File: config.mk
export PLATFORM = sky130hd
export DESIGN_NAME = load_store_unit
export DESIGN_NICKNAME = d
export VERILOG_FILES = /design/src/rtl/load_store_unit.sv
export SDC_FILE = /design/constraint.sdc
export NUM_CORES = 1
export LEC_CHECK = 0
export CAP_MARGIN = 20
export CORE_MARGIN = 2
export CORE_UTILIZATION = 40
export DETAILED_ROUTE_END_ITERATION = 7
export MAX_ROUTING_LAYER = met4
export PLACE_DENSITY = 0.8
export SYNTH_ARGS = -nofsm -noshare
export SYNTH_HDL_FRONTEND = slang
export SYNTH_SLANG_ARGS = --single-unit
File: constraint.sdc
create_clock -name clk -period 7.11 [get_ports clk]
set_clock_uncertainty 0.05 [all_clocks]
set_input_delay 1.0665 -clock clk [delete_from_list [all_inputs] [get_ports clk]]
set_output_delay 1.0665 -clock clk [all_outputs]
set_load 0.01 [all_outputs]
File: src/rtl/load_store_unit.sv
// MEM-stage load/store controller: one request in flight, sub-word stores by read-modify-write.
// Optional build macro LSU_MISALIGN_TRAP_EN turns misaligned half/word accesses into errors.
module load_store_unit #(
    parameter int MEM_WORDS = 256,
    parameter int RD_W      = 5
) (
    input  logic            clk,
    input  logic            reset,
    input  logic            req_valid,
    output logic            req_ready,
    input  logic            req_write,
    input  logic [1:0]      req_size,
    input  logic            req_unsigned,
    input  logic [31:0]     req_addr,
    input  logic [31:0]     req_wdata,
    input  logic [RD_W-1:0] req_rd,
    output logic            MemRead,
    output logic            MemWrite,
    output logic [31:0]     address,
    output logic [31:0]     writeData,
    input  logic [31:0]     readData,
    output logic            resp_valid,
    input  logic            resp_ready,
    output logic [31:0]     resp_data,
    output logic [RD_W-1:0] resp_rd,
    output logic            resp_err,
    output logic            stall
);
    typedef enum logic [2:0] {IDLE, LOAD, RMW_RD, WRITE, RESP} state_t;

    state_t      state;
    logic [1:0]  r_size;
    logic        r_unsigned;
    logic [31:0] r_addr;
    logic [31:0] r_wdata;
    logic [31:0] merge_word;

    logic        misalign, out_of_range, req_err;
    logic [31:0] aligned_addr;
    logic [7:0]  load_byte;
    logic [15:0] load_half;
    logic [31:0] load_val;
    logic [31:0] merged;

    // Error decode and low-bit forcing happen on the incoming request, before latching.
    always_comb begin
        misalign     = (req_size == 2'b01 && req_addr[0]) ||
                       (req_size == 2'b10 && req_addr[1:0] != 2'b00);
        out_of_range = req_addr[31:2] >= 30'(MEM_WORDS);
`ifdef LSU_MISALIGN_TRAP_EN
        req_err      = (req_size == 2'b11) || out_of_range || misalign;
`else
        req_err      = (req_size == 2'b11) || out_of_range;
`endif
        aligned_addr = req_addr;
        if (req_size == 2'b01)
            aligned_addr[0] = 1'b0;
        else if (req_size == 2'b10)
            aligned_addr[1:0] = 2'b00;
    end

    always_comb begin
        load_byte = readData[{r_addr[1:0], 3'b000} +: 8];
        load_half = readData[{r_addr[1], 4'b0000} +: 16];
        case (r_size)
            2'b00:   load_val = {{24{~r_unsigned & load_byte[7]}}, load_byte};
            2'b01:   load_val = {{16{~r_unsigned & load_half[15]}}, load_half};
            default: load_val = readData;
        endcase
    end

    // Merge the store lane into the word captured during RMW_RD.
    always_comb begin
        merged = merge_word;
        case (r_size)
            2'b00:   merged[{r_addr[1:0], 3'b000} +: 8]  = r_wdata[7:0];
            2'b01:   merged[{r_addr[1], 4'b0000} +: 16]  = r_wdata[15:0];
            default: merged = r_wdata;
        endcase
    end

    always_ff @(posedge clk or posedge reset) begin
        if (reset) begin
            state      <= IDLE;
            r_size     <= 2'b00;
            r_unsigned <= 1'b0;
            r_addr     <= '0;
            r_wdata    <= '0;
            merge_word <= '0;
            resp_data  <= '0;
            resp_rd    <= '0;
            resp_err   <= 1'b0;
        end else begin
            case (state)
                IDLE: if (req_valid) begin
                    r_size     <= req_size;
                    r_unsigned <= req_unsigned;
                    r_addr     <= aligned_addr;
                    r_wdata    <= req_wdata;
                    resp_rd    <= req_rd;
                    resp_data  <= '0;
                    resp_err   <= req_err;
                    if (req_err)                state <= RESP;
                    else if (!req_write)        state <= LOAD;
                    else if (req_size == 2'b10) state <= WRITE;
                    else                        state <= RMW_RD;
                end
                LOAD: begin
                    resp_data <= load_val;
                    state     <= RESP;
                end
                RMW_RD: begin
                    merge_word <= readData;
                    state      <= WRITE;
                end
                WRITE: state <= RESP;
                RESP:  if (resp_ready) state <= IDLE;
                default: state <= IDLE;
            endcase
        end
    end

    // Memory-side outputs depend only on state and latched fields.
    always_comb begin
        MemRead    = (state == LOAD) || (state == RMW_RD);
        MemWrite   = (state == WRITE);
        address    = (MemRead || MemWrite) ? {r_addr[31:2], 2'b00} : '0;
        writeData  = MemWrite ? merged : '0;
        req_ready  = (state == IDLE);
        stall      = ~req_ready;
        resp_valid = (state == RESP);
    end
endmodule

==> results of run 1 <==
==> state kept, by name (all words and copies together) (netlist names) <==
register / count
resp_data: 32
r_size: 2
merge_word: 32
resp_rd: 5
r_unsigned: 1
r_wdata: 32
state: 3
resp_err: 1
r_addr: 32
==> report_power, final <==
part / switching, uW / internal (uW) / total, uW
Clock: 356 / 538 / 893
Combinational: 280 / 219 / 500
Sequential: 103 / 882 / 985
Total: 739 / 1640 / 2380
==> area by class of cell <==
class	count	area, um^2
timing repair buffer	226	2230
fill	1579	7760
tap	229	287
multi-input combinational	563	3470
inverter	14	57.6
sequential	140	3500
clock inverter	12	139
clock buffer	20	457
==> layout by cell type, fill, tap and decap left out, types with 3 or more instances in the layout <==
| master | synthesis | final |
|---|---|---|
| nand2_1 | 240 | 240 |
| clkdlybuf4s50_1 | 0 | 213 |
| dfrtp_1 | 140 | 139 |
| mux2_2 | 40 | 40 |
| and2_1 | 34 | 34 |
| a21oi_1 | 31 | 31 |
| a221oi_1 | 24 | 24 |
| o21ai_0 | 22 | 22 |
| mux2i_1 | 17 | 17 |
| clkbuf_16 | 0 | 17 |
| a211o_1 | 16 | 16 |
| nor2_1 | 15 | 15 |
| nand2b_1 | 13 | 13 |
| a222oi_1 | 13 | 13 |
| buf_4 | 2 | 13 |
| inv_1 | 13 | 12 |
| a221o_2 | 10 | 10 |
| a22o_1 | 10 | 10 |
| a32o_1 | 8 | 8 |
| o22ai_1 | 8 | 8 |
| nor3_1 | 8 | 8 |
| a221o_1 | 7 | 7 |
| nor4_1 | 5 | 5 |
| ha_1 | 5 | 5 |
| nand3b_1 | 4 | 4 |
| clkinvlp_4 | 0 | 4 |
| nor2b_1 | 3 | 3 |
| inv_6 | 0 | 3 |
| clkinv_4 | 0 | 3 |
==> per-stage QoR <==
stage / total power [uW] / hold WS (ns) / worst slack, ns / utilization, % / cell area [um^2]
finish: 2380 / 0.413 / 2.22 / 56.7 / 10100
global route: 2480 / 0.436 / 1.98 / 56.7 / 10100
CTS: 2390 / 0.419 / 2.27 / 56.7 / 10100
detailed placement: 1490 / 0.404 / 2.75 / 53.3 / 9550
global placement: 1470 / 0.400 / 2.94 / 53.3 / 9550
floorplan: 1290 / 0.387 / 2.24 / - / 7270
==> layer usage <==
metal  vias to the layer above  wire [um]
li1                       3108          -
met1                      3234      10100
met2                       358      10800
met3                        49       2140
met4                         0        663
met5                         -          0
==> logic make-up after synthesis <==
kind of cell    count (synthesis)
mux                            57
flops                         140
simple gates                  339
fa+ha+maj                       5
compound gates                160
other cells                     1
buf+inv                        75
==> worst min path at each step <==
stage | to | slack, ns | cells past startpoint
after floorplan | r_addr[10]$_DFFE_PP0P_ | 0.39 | 2
after global placement | r_addr[25]$_DFFE_PP0P_ | 0.40 | 2
after detailed placement | r_addr[8]$_DFFE_PP0P_ | 0.40 | 2
after CTS | r_addr[24]$_DFFE_PP0P_ | 0.42 | 2
after global routing | r_addr[28]$_DFFE_PP0P_ | 0.44 | 2
final | r_addr[29]$_DFFE_PP0P_ | 0.41 | 2
==> worst register-to-register path: stages (launching register included) <==
cell and delay (ns):
dfrtp_1 0.70, buf_4 0.40, or3_1 0.41, or2_4 0.25, a2111oi_4 0.87, a221o_2 0.24
==> run_results.csv, run 1 <==
group,metric,value,unit
sta,worst_slew_pin_slew,1.01,ns
sta,hold_viol,0,
global_routing,grt_pass1_vias,6520,
yosys,synth_cell_types,49,
hold_path,min_path_type,"reg2reg",
global_routing,antenna_found_initial,0,
layout,synthToLayoutAreaGrowth,39.5,%
cts,cts.sinks,140,
global_routing,met3_usage,6.11,%
sta,slew_violations,0,
yosys,synth_top_family_by_area,"simple AND/OR/NAND/NOR gates",
route,detail_route.wl_per_cell,19.6,um
yosys,synth_top_area_share,48.2,%
outcome,status,"completed",
yosys,synth_compound_area_share,17.2,%
pwr,power.density,234,nW/um^2
yosys,synth_mux_area_share,8.54,%
critical_path,path_cells,"inv_1 -> ha_1 -> nor4bb_1 -> buf_4 -> a221oi_1 -> a211o_1 -> a21oi_1 -> clkdlybuf4s50_1",
placed_design,place.gp.congestion,0.923,
yosys,synth-xor-area-share,0,%
floorplanning,ios,216,
route,wl,23600,um
yosys,synthTopCellsByCount,"nand2_1 (240), dfrtp_1 (140), mux2_2 (40)",
pwr,peakVddDrop,0.000169,V
cts,cts_buffers,17,
floorplanning,core_area,17900,um^2
cts,clock_path_buffers,2,
critical_path,path_depth,8,
route,drt_iter0_drc,880,
yosys,yosysMostFrequentCell,"nand2_1",
critical_path,crit_fanout,11,
critical_path,arrival,3.78,ns
sta,rsz0062_at_grt,"false",
yosys,syn_area,7270,um^2
critical_path,critPathSlowestCell,"nor4bb_1",
yosys,synth-adder-area-share,0.861,%
yosys,synth_edf_count,0,
yosys,yosys.area_share.simple,20.8,%
sta,fin_crit_sh,68.8,%
route,final_antenna_net_count,0,
critical_path,reg2reg_slack,4.13,ns
critical_path,r2r_start,"r_size[0]$_DFFE_PP0P_",
critical_path,worst_r2r_path_depth,5,
yosys,ys_ff_latch,140,
layout,n_antenna_cell,0,
cts,post_cts_buffers,0,
cts,clk_latency,0.42,ns
route,via_per_inst,5.61,
yosys,ys_seq_area_share,48.2,%
run,cap_viol_max_count,0,
cts,cts_root_buf,"clkbuf_16",
critical_path,critPathCapture,"writeData[22]",
route,route.detailed.drc,0,
yosys,synth_top_area_cell,"dfrtp_1",
global_routing,use_met1,33.3,%
cts,cts_tree,"built",
yosys,syn_inst,777,
floorplanning,die_area,19300,um^2
cts,htree_levels,4,
critical_path,worstSetupPathType,"reg2out",
global_routing,grt_pass1_wl,36600,um
layout,drive_above_1_share,11.0,%
floorplanning,die_w,139,um
route,num_vias,6749,
route,first_pass_iters,7,
global_routing,track_usage,25.0,%
global_routing,busiest_layer,"met2",
pwr,p_leak,0.00451,uW
sta,max_freq,204,MHz
cts,cts_resized,0,
global_routing,grt_max_degree,81,
floorplanning,row_count,49,
layout,layoutNonFillerInstCount,1204,
yosys,ys_warn_count,0,
critical_path,cp.required,5.99,ns
critical_path,path_buf_inv,3,
critical_path,slowest_delay,0.83,ns
yosys,synth_ff_type,"dfrtp_1",
global_routing,use_met2,37.3,%
yosys,synthTopCellsByArea,"dfrtp_1 (48%), nand2_1 (12%), mux2_2 (6.2%)",
floorplanning,fp.dieH,139,um
placed_design,dp_cells,1172,
critical_path,start_kind,"flop",
sta,setup_viol,0,
placed_design,hpwl,16700,um
floorplanning,start_util,40.6,%
cts,ctsHoldBuffers,0,
critical_path,worst_r2r_endpoint,"resp_data[18]$_DFFE_PP0P_",
critical_path,startpoint,"r_addr[0]$_DFFE_PP0P_",
cts,cts.clk_slew.worst_paths,0.06,ns
critical_path,crit_path_end_kind,"primary output",
yosys,syn_area_per_cell,9.36,um^2
global_routing,grt_overflow,0,
hold_path,min_from,"r_addr[29]$_DFFE_PP0P_",
sta,fin_tns_setup,0,ns
sta,slew_headroom,32.9,%
layout,nets,1076,
critical_path,path_delay_family,"buffers and inverters",
sta,min_period,4.89,ns
yosys,synthArstFlopShare,100,%
placed_design,port_buffers,213,
Note: power is estimated with default switching activity, not from simulation.
==> inputs of run 2 (changes only) <==
clock period = 4.72 ns   (was 7.11 ns; I/O delays follow)
==> run 2 against run 1 <==
  * Critical path depth is the same
  * Routed wire length grew 0.50%
  * Utilization grew 0.34 points
  * Register-to-register slack lost 2.5 ns
  * Clock power grew 59%
  * Global-route usage grew 0.49 points
  * Sequential share of layout area shrank 0.21 points
  * Die area is the same
  * Via count grew 0.10%
  * Sequential power grew 51%
  * Critical path type unchanged
  * Largest cell class unchanged
==> run_results.csv, run 2 (synthesis gave the netlist of run 1 again) <==
group,metric,value,unit
critical_path,cp.required,3.96,ns
layout,final_common_cell,"nand2_1",
cts,cts_buffers,17,
pwr,peakVddDrop,0.000296,V
run,cap_viol_max_count,0,
cts,cts.sinks,140,
global_routing,grt_pass1_vias,6559,
cts,clock_path_buffers,2,
critical_path,worstSetupPathType,"reg2out",
critical_path,crit_fanout,11,
global_routing,grt_max_degree,117,
route,final_antenna_net_count,0,
pwr,clock_power_share,38.9,%
pwr,power.density,359,nW/um^2
floorplanning,row_count,49,
global_routing,track_usage,25.5,%
sta,fin_crit_sh,90.4,%
placed_design,port_buffers,213,
global_routing,antenna_found_initial,0,
route,route.detailed.drc,0,
layout,drive_above_1_share,11.2,%
route,wl,23800,um
floorplanning,fp.dieH,139,um
floorplanning,die_area,19300,um^2
route,drt_iter0_drc,616,
global_routing,grt_overflow,0,
layout,synthToLayoutAreaGrowth,40.4,%
cts,cts.clk_slew.worst_paths,0.06,ns
pwr,pwr-share-comb,20.5,%
layout,n_antenna_cell,0,
hold_path,min_path_type,"reg2reg",
cts,cts_tree,"built",
sta,slew_headroom,27.3,%
pwr,internal-power,2550,uW
placed_design,hpwl,16800,um
critical_path,start_kind,"flop",
pwr,swShare,30.4,%
cts,ctsHoldBuffers,0,
floorplanning,start_util,40.6,%
layout,n_fill_cell,1574,
sta,hold_viol,0,
cts,cts_root_buf,"clkbuf_16",
layout,nets,1077,
critical_path,crit_path_end_kind,"primary output",
route,first_pass_iters,6,
route,via_per_inst,5.61,
pwr,pwr-share-seq,40.6,%
layout,post-route-util,57.0,%
outcome,status,"completed",
route,detail_route.wl_per_cell,19.7,um
floorplanning,ios,216,
layout,mostFrequentLayoutCells,"nand2_1 (240), clkdlybuf4s50_1 (213), dfrtp_1 (139)",
floorplanning,die_w,139,um
floorplanning,core_area,17900,um^2
cts,htree_levels,4,
placed_design,place.gp.congestion,0.912,
sta,max_freq,234,MHz
sta,setup_viol,0,
pwr,netSwitchingPower,1110,uW
sta,worst_slew_pin_slew,1.09,ns
global_routing,grt_pass1_wl,37400,um
cts,clk_latency,0.42,ns
sta,fin_tns_setup,0,ns
sta,rsz0062_at_grt,"false",
sta,min_period,4.26,ns
route,num_vias,6756,
pwr,p_leak,0.00454,uW
sta,slew_violations,0,
critical_path,arrival,3.51,ns
[run 2: changes by cell type in the layout (fill, tap and decap cells not counted), sizes merged]
cell and delta:
bufinv +2, buf +1, clkinv +2, clkbuf -2
clkinvlp -2
[run 2: per-layer routing]
metal / GRT usage (%) / routed length, um
met1: 34.1 / 10100
met3: 6.53 / 2190
met5: - / 0
met2: 38.5 / 10900
met4: 7.66 / 587
[run 2: power by group through the flow]
stage / Clock, uW / Combinational [uW] / Sequential [uW]
floorplan: 0 / 515 / 1420
global placement: 0 / 724 / 1500
detailed placement: 0 / 742 / 1500
CTS: 1440 / 743 / 1480
global route: 1490 / 832 / 1500
finish: 1420 / 751 / 1490
[run 2: worst paths after layout]
| path | from | end | slack, ns | cells after the start |
|---|---|---|---|---|
| setup / recovery | r_addr[0]$_DFFE_PP0P_ | writeData[19] | 0.46 | 8 |
| hold / removal | r_addr[24]$_DFFE_PP0P_ | r_addr[24]$_DFFE_PP0P_ | 0.41 | 2 |
| setup reg to reg | r_size[0]$_DFFE_PP0P_ | resp_data[30]$_DFFE_PP0P_ | 1.66 | 5 |
| hold reg to reg | r_addr[24]$_DFFE_PP0P_ | r_addr[24]$_DFFE_PP0P_ | 0.41 | 2 |
| max in group asynchronous | reset | r_addr[3]$_DFFE_PP0P_ | 2.96 | 4 |
| min in group asynchronous | reset | r_addr[27]$_DFFE_PP0P_ | 0.53 | 2 |
[run 2: cell type report]
class / count / area, um^2 / area share [%]
clock buffers: 18 / 429 / 4.21
clock inverters: 14 / 194 / 1.90
inverters: 14 / 57.6 / 0.564
multi-input cells: 563 / 3480 / 34.1
flip-flops and latches: 140 / 3500 / 34.3
well taps: 229 / 287 / 2.81
repair buffers: 227 / 2260 / 22.1
[run 2: worst max-delay path, cell delays in order, from the launching register on]
cell and delay [ns]:
dfrtp_1 0.52, inv_1 0.17, ha_1 0.37, nor4bb_2 0.61, buf_4 0.25, a221oi_1 0.08
a211o_1 0.32, a21oi_1 0.16, clkdlybuf4s50_1 0.61
[run 2: timing repair]
| action | CTS | global route |
|---|---|---|
| setup buffers | 0 | 0 |
| endpoints found under the setup margin | 0 | 5 |
| resized for setup | 0 | 1 |
[run 2: stage by stage]
step	hold slack, ns	cell area (um^2)	power [uW]	worst slack (ns)	std cells
after floorplan	0.387	7270	1940	0.209	778
after global placement	0.400	9550	2220	0.860	1172
after detailed placement	0.405	9550	2250	0.758	1172
after CTS	0.420	10200	3670	0.241	1204
after global routing	0.443	10200	3830	0.249	1205
final	0.413	10200	3660	0.455	1205
